<file path="src/rtl/maze_ram_arbiter.sv">
// maze_ram_arbiter
//   Shares one synchronous-read tile RAM between the VGA renderer (fixed
//   two-cycle read latency) and the game logic (req/ack handshake). After
//   reset, and on every clear_start pulse, it sweeps the whole RAM and writes
//   CLEAR_VAL to every address.
//
// Ports
//   clk, reset_n         clock, synchronous active-low reset
//   vid_active/vid_addr  renderer read request and address
//   vid_data/vid_valid   renderer read data, valid two cycles after request
//   gm_req/gm_we/gm_addr/gm_wdata  game request, held until gm_ack
//   gm_ack/gm_rdata      one-cycle completion pulse and read data
//   clear_start          start or restart a full clear
//   busy                 clear in progress
//   ram_en/ram_we/ram_addr/ram_wdata  RAM controls (combinational)
//   ram_rdata            RAM read data, valid the cycle after an enabled read
//   state_dbg            current arbiter state (0 = CLEAR, 1 = RUN)
//
// Handshake
//   The game side holds gm_req and its command stable until gm_ack. A grant
//   in cycle T acks in T+2; T+1 and T+2 count as in flight, so the next grant
//   can happen at T+3 at the earliest. The renderer has no back-pressure: a
//   request in cycle T while running always yields vid_valid in T+2.
module maze_ram_arbiter #(
  parameter int unsigned ADDR_W    = 11,
  parameter int unsigned DATA_W    = 4,
  parameter int unsigned DEPTH     = 1200,
  parameter int unsigned CLEAR_VAL = 0
) (
  input  logic              clk,
  input  logic              reset_n,
  input  logic              vid_active,
  input  logic [ADDR_W-1:0] vid_addr,
  output logic [DATA_W-1:0] vid_data,
  output logic              vid_valid,
  input  logic              gm_req,
  input  logic              gm_we,
  input  logic [ADDR_W-1:0] gm_addr,
  input  logic [DATA_W-1:0] gm_wdata,
  output logic              gm_ack,
  output logic [DATA_W-1:0] gm_rdata,
  input  logic              clear_start,
  output logic              busy,
  output logic              ram_en,
  output logic              ram_we,
  output logic [ADDR_W-1:0] ram_addr,
  output logic [DATA_W-1:0] ram_wdata,
  input  logic [DATA_W-1:0] ram_rdata,
  output logic              state_dbg
);

  typedef enum logic {
    ST_CLEAR = 1'b0,
    ST_RUN   = 1'b1
  } state_e;

  localparam logic [ADDR_W-1:0] LAST_ADDR = ADDR_W'(DEPTH - 1);
  localparam logic [DATA_W-1:0] CLR_DATA  = DATA_W'(CLEAR_VAL);

  state_e            state_q, state_d;
  logic [ADDR_W-1:0] cnt_q, cnt_d;
  logic              busy_q;

  // Renderer pipeline: stage 1 = RAM read issued last cycle.
  logic              vid_p1_q;
  logic              vid_valid_q;
  logic [DATA_W-1:0] vid_data_q;

  // Game pipeline: stage 1 = grant issued last cycle, ack stage follows.
  logic              gm_p1_q;
  logic              gm_p1_we_q;
  logic              gm_ack_q;
  logic [DATA_W-1:0] gm_rdata_q;

  logic              vid_go;
  logic              gm_go;
  logic              gm_inflight;

  assign gm_inflight = gm_p1_q | gm_ack_q;

  always_comb begin
    state_d   = state_q;
    cnt_d     = cnt_q;
    vid_go    = 1'b0;
    gm_go     = 1'b0;
    ram_en    = 1'b0;
    ram_we    = 1'b0;
    ram_addr  = '0;
    ram_wdata = '0;

    case (state_q)
      ST_CLEAR: begin
        ram_en    = 1'b1;
        ram_we    = 1'b1;
        ram_addr  = cnt_q;
        ram_wdata = CLR_DATA;
        if (clear_start) begin
          // Restart: this cycle's write still lands, sweep resumes at 0.
          cnt_d = '0;
        end else if (cnt_q == LAST_ADDR) begin
          cnt_d   = '0;
          state_d = ST_RUN;
        end else begin
          cnt_d = cnt_q + 1'b1;
        end
      end
      ST_RUN: begin
        if (clear_start) begin
          // No RAM access this cycle; address 0 is written next cycle.
          state_d = ST_CLEAR;
          cnt_d   = '0;
        end else if (vid_active) begin
          vid_go   = 1'b1;
          ram_en   = 1'b1;
          ram_addr = vid_addr;
        end else if (gm_req && !gm_inflight) begin
          gm_go     = 1'b1;
          ram_en    = 1'b1;
          ram_we    = gm_we;
          ram_addr  = gm_addr;
          ram_wdata = gm_wdata;
        end
      end
      default: begin
        state_d = ST_CLEAR;
        cnt_d   = '0;
      end
    endcase

    // Keep the RAM quiet while reset is asserted.
    if (!reset_n) begin
      vid_go    = 1'b0;
      gm_go     = 1'b0;
      ram_en    = 1'b0;
      ram_we    = 1'b0;
      ram_addr  = '0;
      ram_wdata = '0;
    end
  end

  always_ff @(posedge clk) begin
    if (!reset_n) begin
      state_q     <= ST_CLEAR;
      cnt_q       <= '0;
      busy_q      <= 1'b1;
      vid_p1_q    <= 1'b0;
      vid_valid_q <= 1'b0;
      vid_data_q  <= '0;
      gm_p1_q     <= 1'b0;
      gm_p1_we_q  <= 1'b0;
      gm_ack_q    <= 1'b0;
      gm_rdata_q  <= '0;
    end else begin
      state_q     <= state_d;
      cnt_q       <= cnt_d;
      busy_q      <= (state_d == ST_CLEAR);
      vid_p1_q    <= vid_go;
      vid_valid_q <= vid_p1_q;
      if (vid_p1_q) begin
        vid_data_q <= ram_rdata;
      end
      // In-flight game accesses finish regardless of a clear starting.
      gm_p1_q  <= gm_go;
      gm_ack_q <= gm_p1_q;
      if (gm_go) begin
        gm_p1_we_q <= gm_we;
      end
      if (gm_p1_q && !gm_p1_we_q) begin
        gm_rdata_q <= ram_rdata;
      end
    end
  end

  assign vid_data  = vid_data_q;
  assign vid_valid = vid_valid_q;
  assign gm_ack    = gm_ack_q;
  assign gm_rdata  = gm_rdata_q;
  assign busy      = busy_q;
  assign state_dbg = state_q;

endmodule

</file>
<file path="config.mk">
export PLATFORM = sky130hd
export DESIGN_NAME = maze_ram_arbiter
export DESIGN_NICKNAME = d
export VERILOG_FILES = /design/src/rtl/maze_ram_arbiter.sv
export SDC_FILE = /design/constraint.sdc
export NUM_CORES = 1
export LEC_CHECK = 0
export ABC_AREA = 1
export BUFFER_PORTS_ARGS = -buffer_cell sky130_fd_sc_hd__buf_2
export CAP_MARGIN = 20
export CORE_ASPECT_RATIO = 0.75
export CORE_MARGIN = 1
export CORE_UTILIZATION = 33
export DETAILED_ROUTE_END_ITERATION = 12
export GPL_TIMING_DRIVEN = 0
export PLACE_DENSITY = 0.6
export SETUP_SLACK_MARGIN = 0.15
export SLEW_MARGIN = 20
export SYNTH_ARGS = -nofsm -noshare
export SYNTH_HDL_FRONTEND = slang
export SYNTH_SLANG_ARGS = --single-unit
export TNS_END_PERCENT = 1
</file>
<file path="constraint.sdc">
create_clock -name clk -period 1.9 [get_ports clk]
set_input_delay 0.095 -clock clk [delete_from_list [all_inputs] [get_ports clk]]
set_output_delay 0.095 -clock clk [all_outputs]
set_load 0.02 [all_outputs]
</file>
==> results of run 1 <==
[path summary, 6_finish.rpt]
kind                 from           to  slack [ns]
min          ram_rdata[1]  gm_rdata[1]        0.06
max reg2reg      cnt_q[0]     cnt_q[9]        0.33
min reg2reg       gm_p1_q       gm_ack        0.43
max               gm_p1_q  ram_addr[6]        0.27
[cell usage in the layout (no fill, tap or decap), drive strengths merged]
| cell | n |
|---|---|
| clkinv | 1 |
| a21oi | 3 |
| a22oi | 1 |
| a32oi | 6 |
| xnor2 | 1 |
| ha | 1 |
| or2 | 2 |
| xor2 | 2 |
| nand3 | 15 |
| o211ai | 2 |
| clkbuf | 6 |
| nor3 | 2 |
| nand2 | 66 |
| o21ai | 16 |
| buf | 70 |
| nand4 | 3 |
| nor2 | 35 |
| o21bai | 1 |
| o22ai | 1 |
| inv | 25 |
| dfxtp | 26 |
| bufinv | 1 |
[repair_timing]
item	4_1_cts	5_1_grt
hold buffers	0	0
pin swaps	1	2
setup buffers	1	2
gates cloned	0	1
endpoints found under the setup margin	10	10
resized for setup	1	9
[cell type report]
| type | count | share of cell area |
|---|---|---|
| Multi-Input combinational cell | 157 | 0.393 |
| Clock inverter | 1 | 0.0154 |
| Inverter | 26 | 0.0525 |
| Buffer | 6 | 0.0237 |
| Timing Repair Buffer | 67 | 0.191 |
| Clock buffer | 3 | 0.0211 |
| Tap cell | 55 | 0.0352 |
| Sequential cell | 26 | 0.268 |
[kinds of logic after synthesis]
group | synth area share
AO/OA/AOI/OAI | 0.131
AND/OR/NAND/NOR | 0.378
buffers and inverters | 0.0990
adder cells (fa/ha/maj) | 0.00876
flip-flops | 0.365
XOR/XNOR | 0.0184
[critical path, cell delays in order, from the launching register on]
cell and delay, ns:
dfxtp_1 0.32, inv_1 0.08, nand2_2 0.07, nor3_4 0.21, nand2_4 0.09, inv_6 0.08, buf_8 0.12, nand2_2 0.04
o211ai_1 0.07, buf_4 0.17
[metal layers]
metal / track usage / vias up / share of wire / routed length (um)
met5: 0 / - / 0 / 0
met4: 0.0317 / 0 / 0.0045 / 17
met3: 0.0388 / 2 / 0.097 / 369
met2: 0.259 / 67 / 0.38 / 1460
met1: 0.262 / 620 / 0.51 / 1950
li1: - / 834 / - / -
[stage by stage]
step                      hold slack, ns  cell area [um^2]
after floorplan                    0.230              1430
after global placement             0.339              1810
after detailed placement           0.344              1810
after CTS                         0.0539              1890
after global routing              0.0669              1950
final                             0.0588              1950
[sequential cells by signal, indices dropped and copies added, names as in the netlist]
register,cells
cnt_q,11
gm_rdata,4
vid_data,4
busy,1
gm_ack,1
gm_p1_q,1
gm_p1_we_q,1
state_dbg,1
vid_p1_q,1
vid_valid,1
[where the power goes]
group | switching, mW | total, mW | internal, mW
Sequential | 0.00421 | 0.550 | 0.546
Clock | 0.178 | 0.460 | 0.282
Combinational | 0.0509 | 0.0926 | 0.0417
Total | 0.233 | 1.10 | 0.870
==> qor.txt, run 1 <==
fill count: 442
WL final: 3.79 mm
WS Path Type: reg -> out
CTS clk-pin slew, worst paths: 0.09 ns
largest net degree at the start of global routing: 16
Vias/cell: 4.47
r2r worst-path depth: 8
# Max-Cap Violations: 0
Rel. slew slack: 0.709
net count after synthesis: 252
crit end category: output port
IO Pins: 65
synthesis-to-layout area growth: 36.9%
number of synthesized flops with an enable pin: 0
Seq cells post-synth: 26
Clk Tree Root Cell: clkbuf_8
synth unique cells: 32
Max Freq: 614 MHz
Sequential cell area: 524 um^2
peak supply drop: 0.000262 V
vias in the first global route: 1301
Vias: 1523
Synth Area per Inst: 6.64 um^2
non-filler cells, final: 341
DRT iter0 DRCs: 90
DRC viols: 0
core footprint: 0.00410 mm^2
CTS buffer count: 3
total area of multi-input combinational cells: 768 um^2
Row Count: 20
clock sink count: 26
Post-Syn Instances: 215
initial antenna violation count: 0
leak pwr: 1.03 nW
ANT cells: 0
post-route setup slack: 0.271 ns
CP required: 1.80 ns
post-route minimum period: 1.63 ns
clock buffer depth: 2
unrepaired setup endpoints after global routing: false
initial core utilization: 0.348
final setup vio count: 0
IO buf count: 63
area share of the largest cell type after synthesis: 0.365
dpl hpwl: 2.84 mm
worst clock skew: 0.00579 ns
Mapped Area: 0.00143 mm^2
die height: 59.0 um
count leader, synth: nand2_1
# placed instances: 333
Synth top cells by count: nand2_1, nor2_1, dfxtp_1, inv_1, o21ai_0
drt first pass iters: 4
outcome: finished, final reports clean
pwr dens: 564 mW/mm^2
area leader, netlist: dfxtp_1
crit path DAT: 1.53 ns
sequential fraction of the synthesis area: 0.365
NumNets Final: 324
first-pass GRT wire length: 6.24 mm
Worst Hold Class: in -> reg
final design utilization: 0.476
top cells by area, synth: dfxtp_1, nand2_1, nor2_1
pins over their slew limit: 0
Place WS: 0.287 ns
share of synthesized registers carrying an async set or reset: 0
worst-path maximum fanout: 5
Hold Vio Cnt, Final: 0
total global routing overflow: 0
DR WL/cell: 11.1 um
WHS Path Cells: 3
Ys Warns: 0
Worst-Skew Late Latency: 0.28 ns
H-Tree Depth: 1
Antenna Nets Post-Route: 0
Die Footprint: 0.00460 mm^2
top_reg_cell synth: dfxtp_1
gp weighted congestion: 0.862
Worst Setup Start Kind: register
final worst-path cycle share: 0.857
Final Power: 1.10 mW
Total Routing Usage GR: 0.175
die span in x: 78.0 um
setup TNS: 0 ns
CTS tree: yes
worst slew pin tran: 0.436 ns
layout cell share with drive strength beyond 1: 0.322
(Power assumes the default switching activity.)
==> run 2: changes to the inputs <==
==> constraint.sdc (replaced) <==
create_clock -name clk -period 1.5 [get_ports clk]
set_input_delay 0.075 -clock clk [delete_from_list [all_inputs] [get_ports clk]]
set_output_delay 0.075 -clock clk [all_outputs]
set_load 0.02 [all_outputs]
==> qor.txt, run 2 (same netlist as run 1, synthesis figures left out) <==
outcome: finished, violations left
failing checks: setup timing
fill count: 418
layout cell share with drive strength beyond 1: 0.409
most frequent cells in the layout: nand2_1, buf_2, nor2_1, dfxtp_1, inv_1
clock buffer depth: 2
Worst Setup Start Kind: register
initial antenna violation count: 0
Worst Hold Class: in -> reg
Largest register FFs: 11
IO buf count: 63
dpl hpwl: 2.99 mm
unrepaired setup endpoints after global routing: true
r2r worst-path depth: 8
synthesis-to-layout area growth: 52.8%
WS Path Type: reg -> out
# Max-Cap Violations: 0
final setup vio count: 9
CTS buffer count: 3
ANT cells: 0
CTS tree: yes
post-route setup slack: -0.0430 ns
Total Routing Usage GR: 0.198
Worst-Skew Late Latency: 0.27 ns
DR WL/cell: 12.3 um
FF-to-FF Start: cnt_q[1]
Die Footprint: 0.00460 mm^2
core footprint: 0.00410 mm^2
drt first pass iters: 4
Clk Tree Root Cell: clkbuf_8
worst clock skew: 0.00461 ns
reg2reg end: cnt_q[8]
Place WS: -0.0774 ns
initial core utilization: 0.348
pins over their slew limit: 0
H-Tree Depth: 1
clock sink count: 26
WL final: 4.26 mm
commonest non-fill, non-tap cell in the layout: nand2_1
largest net degree at the start of global routing: 14
die height: 59.0 um
Antenna Nets Post-Route: 0
CP required: 1.42 ns
leak pwr: 1.10 nW
IO Pins: 65
Worst Setup EP: ram_addr[6]
NumNets Final: 330
Rel. slew slack: 0.688
worst slew pin tran: 0.469 ns
peak supply drop: 0.000484 V
Placed Area: 0.00181 mm^2
crit end category: output port
Max Freq: 648 MHz
final worst-path cycle share: 1.03
gp weighted congestion: 0.783
Hold Vio Cnt, Final: 0
Setup crit start: state_dbg
reg2reg setup slack: 0.23 ns
setup TNS: -0.292 ns
CTS clk-pin slew, worst paths: 0.09 ns
DRC viols: 0
total area of multi-input combinational cells: 871 um^2
vias in the first global route: 1491
Sequential cell area: 532 um^2
Biggest register: cnt_q
final instance area: 0.00218 mm^2
pwr dens: 558 mW/mm^2
Vias/cell: 4.61
worst-path maximum fanout: 5
post-route minimum period: 1.54 ns
crit path DAT: 1.47 ns
post-cts hold buffer count: 0
first-pass GRT wire length: 6.97 mm
Vias: 1596
DRT iter0 DRCs: 68
Row Count: 20
die span in x: 78.0 um
total global routing overflow: 0
[run 2: cell types whose count changed in the layout (fill, tap and decap cells not counted), moves of 3 or more]
cell	before	now
buf_2	60	48
dfxtp_1	25	21
buf_4	8	13
nand3_4	0	3
nand2_4	1	4
buf_6	1	12
nand2_1	61	56
nor2_2	0	6
nor2_1	34	27
dfxtp_2	0	3
[run 2: layer usage]
layer  part of all wire  wire length [um]  track usage  vias to the layer above
met2               0.42              1790        0.316                       62
met4             0.0082                35       0.0397                        0
met3              0.067               287       0.0481                        4
met1               0.50              2140        0.275                      683
met5                  0                 0            0                        -
li1                   -                 -            -                      847
[run 2: final cells by class]
type                       count  share of cell area
sequential                    26               0.244
clock buffer                   3              0.0189
inverter                      26              0.0482
multi-input combinational    157               0.399
tap                           55              0.0316
timing repair buffer          73               0.235
buffer                         6              0.0229
[run 2: repair_timing]
action,in CTS,in global routing
hold endpoints to repair,0,0
buffers inserted,7,1
resized for setup,45,21
pin swaps,5,8
gates cloned,1,1
setup endpoints to repair,24,22
[run 2: where the power goes]
| group | internal, mW | switching, mW |
|---|---|---|
| clock network | 0.180 | 0.206 |
| registers | 0.691 | 0.00688 |
| logic | 0.0612 | 0.0721 |
| total | 0.932 | 0.285 |
[run 2: critical path, stage by stage, from the launching register on]
cell and delay [ns]:
dfxtp_4 0.38, nand2_4 0.07, nor2_4 0.15, nand2_2 0.09, inv_4 0.09, buf_8 0.12
nand2_1 0.05, o211ai_1 0.08, buf_4 0.16
[run 2: metrics by stage]
| stage | power, mW | util | hold slack, ns | cells |
|---|---|---|---|---|
| after floorplan | 0.764 | - | 0.210 | 215 |
| after global placement | 0.829 | 0.442 | 0.318 | 333 |
| after detailed placement | 0.830 | 0.442 | 0.324 | 333 |
| after CTS | 1.23 | 0.503 | 0.0407 | 344 |
| after global routing | 1.28 | 0.531 | 0.0426 | 346 |
| final | 1.22 | 0.531 | 0.0490 | 346 |
[run 2: worst min-delay path by stage]
stage | from | end | slack (ns) | cells after the start
floorplan | ram_rdata[0] | vid_data[0] | 0.21 | 2
global placement | ram_rdata[2] | vid_data[2] | 0.32 | 3
detailed placement | ram_rdata[1] | gm_rdata[1] | 0.32 | 3
CTS | ram_rdata[1] | gm_rdata[1] | 0.04 | 3
global route | ram_rdata[2] | vid_data[2] | 0.04 | 3
finish | ram_rdata[1] | vid_data[1] | 0.05 | 3
==> run 3: changes to the inputs <==
--- a/config.mk
+++ b/config.mk
@@ -13,6 +13,7 @@
 export CORE_UTILIZATION = 33
 export DETAILED_ROUTE_END_ITERATION = 12
 export GPL_TIMING_DRIVEN = 0
+export MAX_ROUTING_LAYER = met4
 export PLACE_DENSITY = 0.6
 export SETUP_SLACK_MARGIN = 0.15
 export SLEW_MARGIN = 20
==> qor.txt, run 3 (same netlist as run 1, synthesis figures left out) <==
Reg power frac: 0.574
post-cts hold buffer count: 0
DRT iter0 DRCs: 65
worst slew pin tran: 0.471 ns
Placed Area: 0.00181 mm^2
core footprint: 0.00410 mm^2
drt first pass iters: 4
H-Tree Depth: 1
gp weighted congestion: 0.793
Int Power: 0.932 mW
failing checks: setup timing
worst clock skew: 0.00466 ns
Max Freq: 649 MHz
final instance area: 0.00218 mm^2
Clk pwr share: 0.317
worst-path maximum fanout: 5
Worst Hold Class: in -> reg
Net Switching: 0.285 mW
synthesis-to-layout area growth: 52.8%
IO buf count: 63
total global routing overflow: 0
Clk Tree Root Cell: clkbuf_8
Final Power: 1.22 mW
# Max-Cap Violations: 0
initial antenna violation count: 0
dpl hpwl: 2.99 mm
vias in the first global route: 1491
setup TNS: -0.284 ns
Rel. slew slack: 0.686
Vias: 1597
fill count: 418
leak pwr: 1.10 nW
switch share: 0.234
clock sink count: 26
combinational share of power: 0.110
unrepaired setup endpoints after global routing: true
IO Pins: 65
WS Path Type: reg -> out
CP required: 1.42 ns
initial core utilization: 0.348
layout cell share with drive strength beyond 1: 0.409
first-pass GRT wire length: 6.98 mm
Worst Setup Start Kind: register
final design utilization: 0.531
Hold Vio Cnt, Final: 0
commonest non-fill, non-tap cell in the layout: nand2_1
post-route minimum period: 1.54 ns
DRC viols: 0
post-route setup slack: -0.0418 ns
ANT cells: 0
crit path DAT: 1.47 ns
WL final: 4.26 mm
CTS tree: yes
Antenna Nets Post-Route: 0
Total Routing Usage GR: 0.204
pins over their slew limit: 0
Row Count: 20
Largest register FFs: 11
final worst-path cycle share: 1.03
peak supply drop: 0.000484 V
DR WL/cell: 12.3 um
Die Footprint: 0.00460 mm^2
largest net degree at the start of global routing: 14
clock buffer depth: 2
crit end category: output port
outcome: finished, violations left
most frequent cells in the layout: nand2_1, buf_2, nor2_1, dfxtp_1, inv_1
die span in x: 78.0 um
Vias/cell: 4.62
pwr dens: 558 mW/mm^2
NumNets Final: 330
CTS buffer count: 3
Worst-Skew Late Latency: 0.27 ns
die height: 59.0 um
Biggest register: cnt_q
CTS clk-pin slew, worst paths: 0.09 ns
final setup vio count: 9
[run 3: cell counts in the layout (fill, tap and decap cells not counted)]
Identical to the previous run, type by type.
[run 3: power by group through the flow]
stage	sequential, mW	clock, mW	combinational, mW
3_5_place_dp	0.715	0	0.115
6_report	0.698	0.386	0.133
3_3_place_gp	0.715	0	0.115
2_1_floorplan	0.713	0	0.0509
5_1_grt	0.699	0.432	0.147
4_1_cts	0.697	0.408	0.126
[run 3: layout make-up]
| class | count | area (um^2) | area share |
|---|---|---|---|
| Sequential cell | 26 | 532 | 0.244 |
| Timing Repair Buffer | 73 | 513 | 0.235 |
| Multi-Input combinational cell | 157 | 871 | 0.399 |
| Buffer | 6 | 50.0 | 0.0229 |
| Inverter | 26 | 105 | 0.0482 |
| Clock buffer | 3 | 41.3 | 0.0189 |
| Tap cell | 55 | 68.8 | 0.0316 |
[run 3: worst paths after layout]
kind	from	cells after the start	slack (ns)	end
setup / recovery	state_dbg	8	-0.04	ram_addr[3]
hold reg to reg	gm_p1_q	2	0.44	gm_ack
setup reg to reg	cnt_q[1]	8	0.23	cnt_q[8]
hold / removal	ram_rdata[1]	3	0.05	vid_data[1]
[run 3: what timing repair did]
action                                  in CTS  in global routing
pin swaps                                    5                  8
gates resized for setup                     45                 21
endpoints found under the setup margin      24                 22
setup buffers                                7                  1
cloned                                       1                  1
[run 3: worst max-delay path, stage by stage (launching register included)]
cell,delay (ns)
dfxtp_4,0.38
nand2_4,0.07
nor2_4,0.15
nand2_2,0.09
inv_4,0.09
clkbuf_16,0.14
a32oi_1,0.05
nand2_1,0.10
buf_6,0.11
[run 3: through the flow]
step                instances  hold slack (ns)  setup slack [ns]
finish                    346           0.0498           -0.0418
global route              346           0.0426            -0.152
CTS                       344           0.0407           -0.0926
detailed placement        333            0.324           -0.0774
global placement          333            0.318           -0.0748
floorplan                 215            0.210             0.211
[run 3: per-layer routing]
layer  vias up  global-route usage  share of wire  routed length (um)
li1        845                   -              -                   -
met1       690               0.274           0.51                2160
met2        58               0.317           0.43                1820
met3         4              0.0465          0.061                 258
met4         0              0.0397         0.0068                  29
met5         -                   -              0                   0
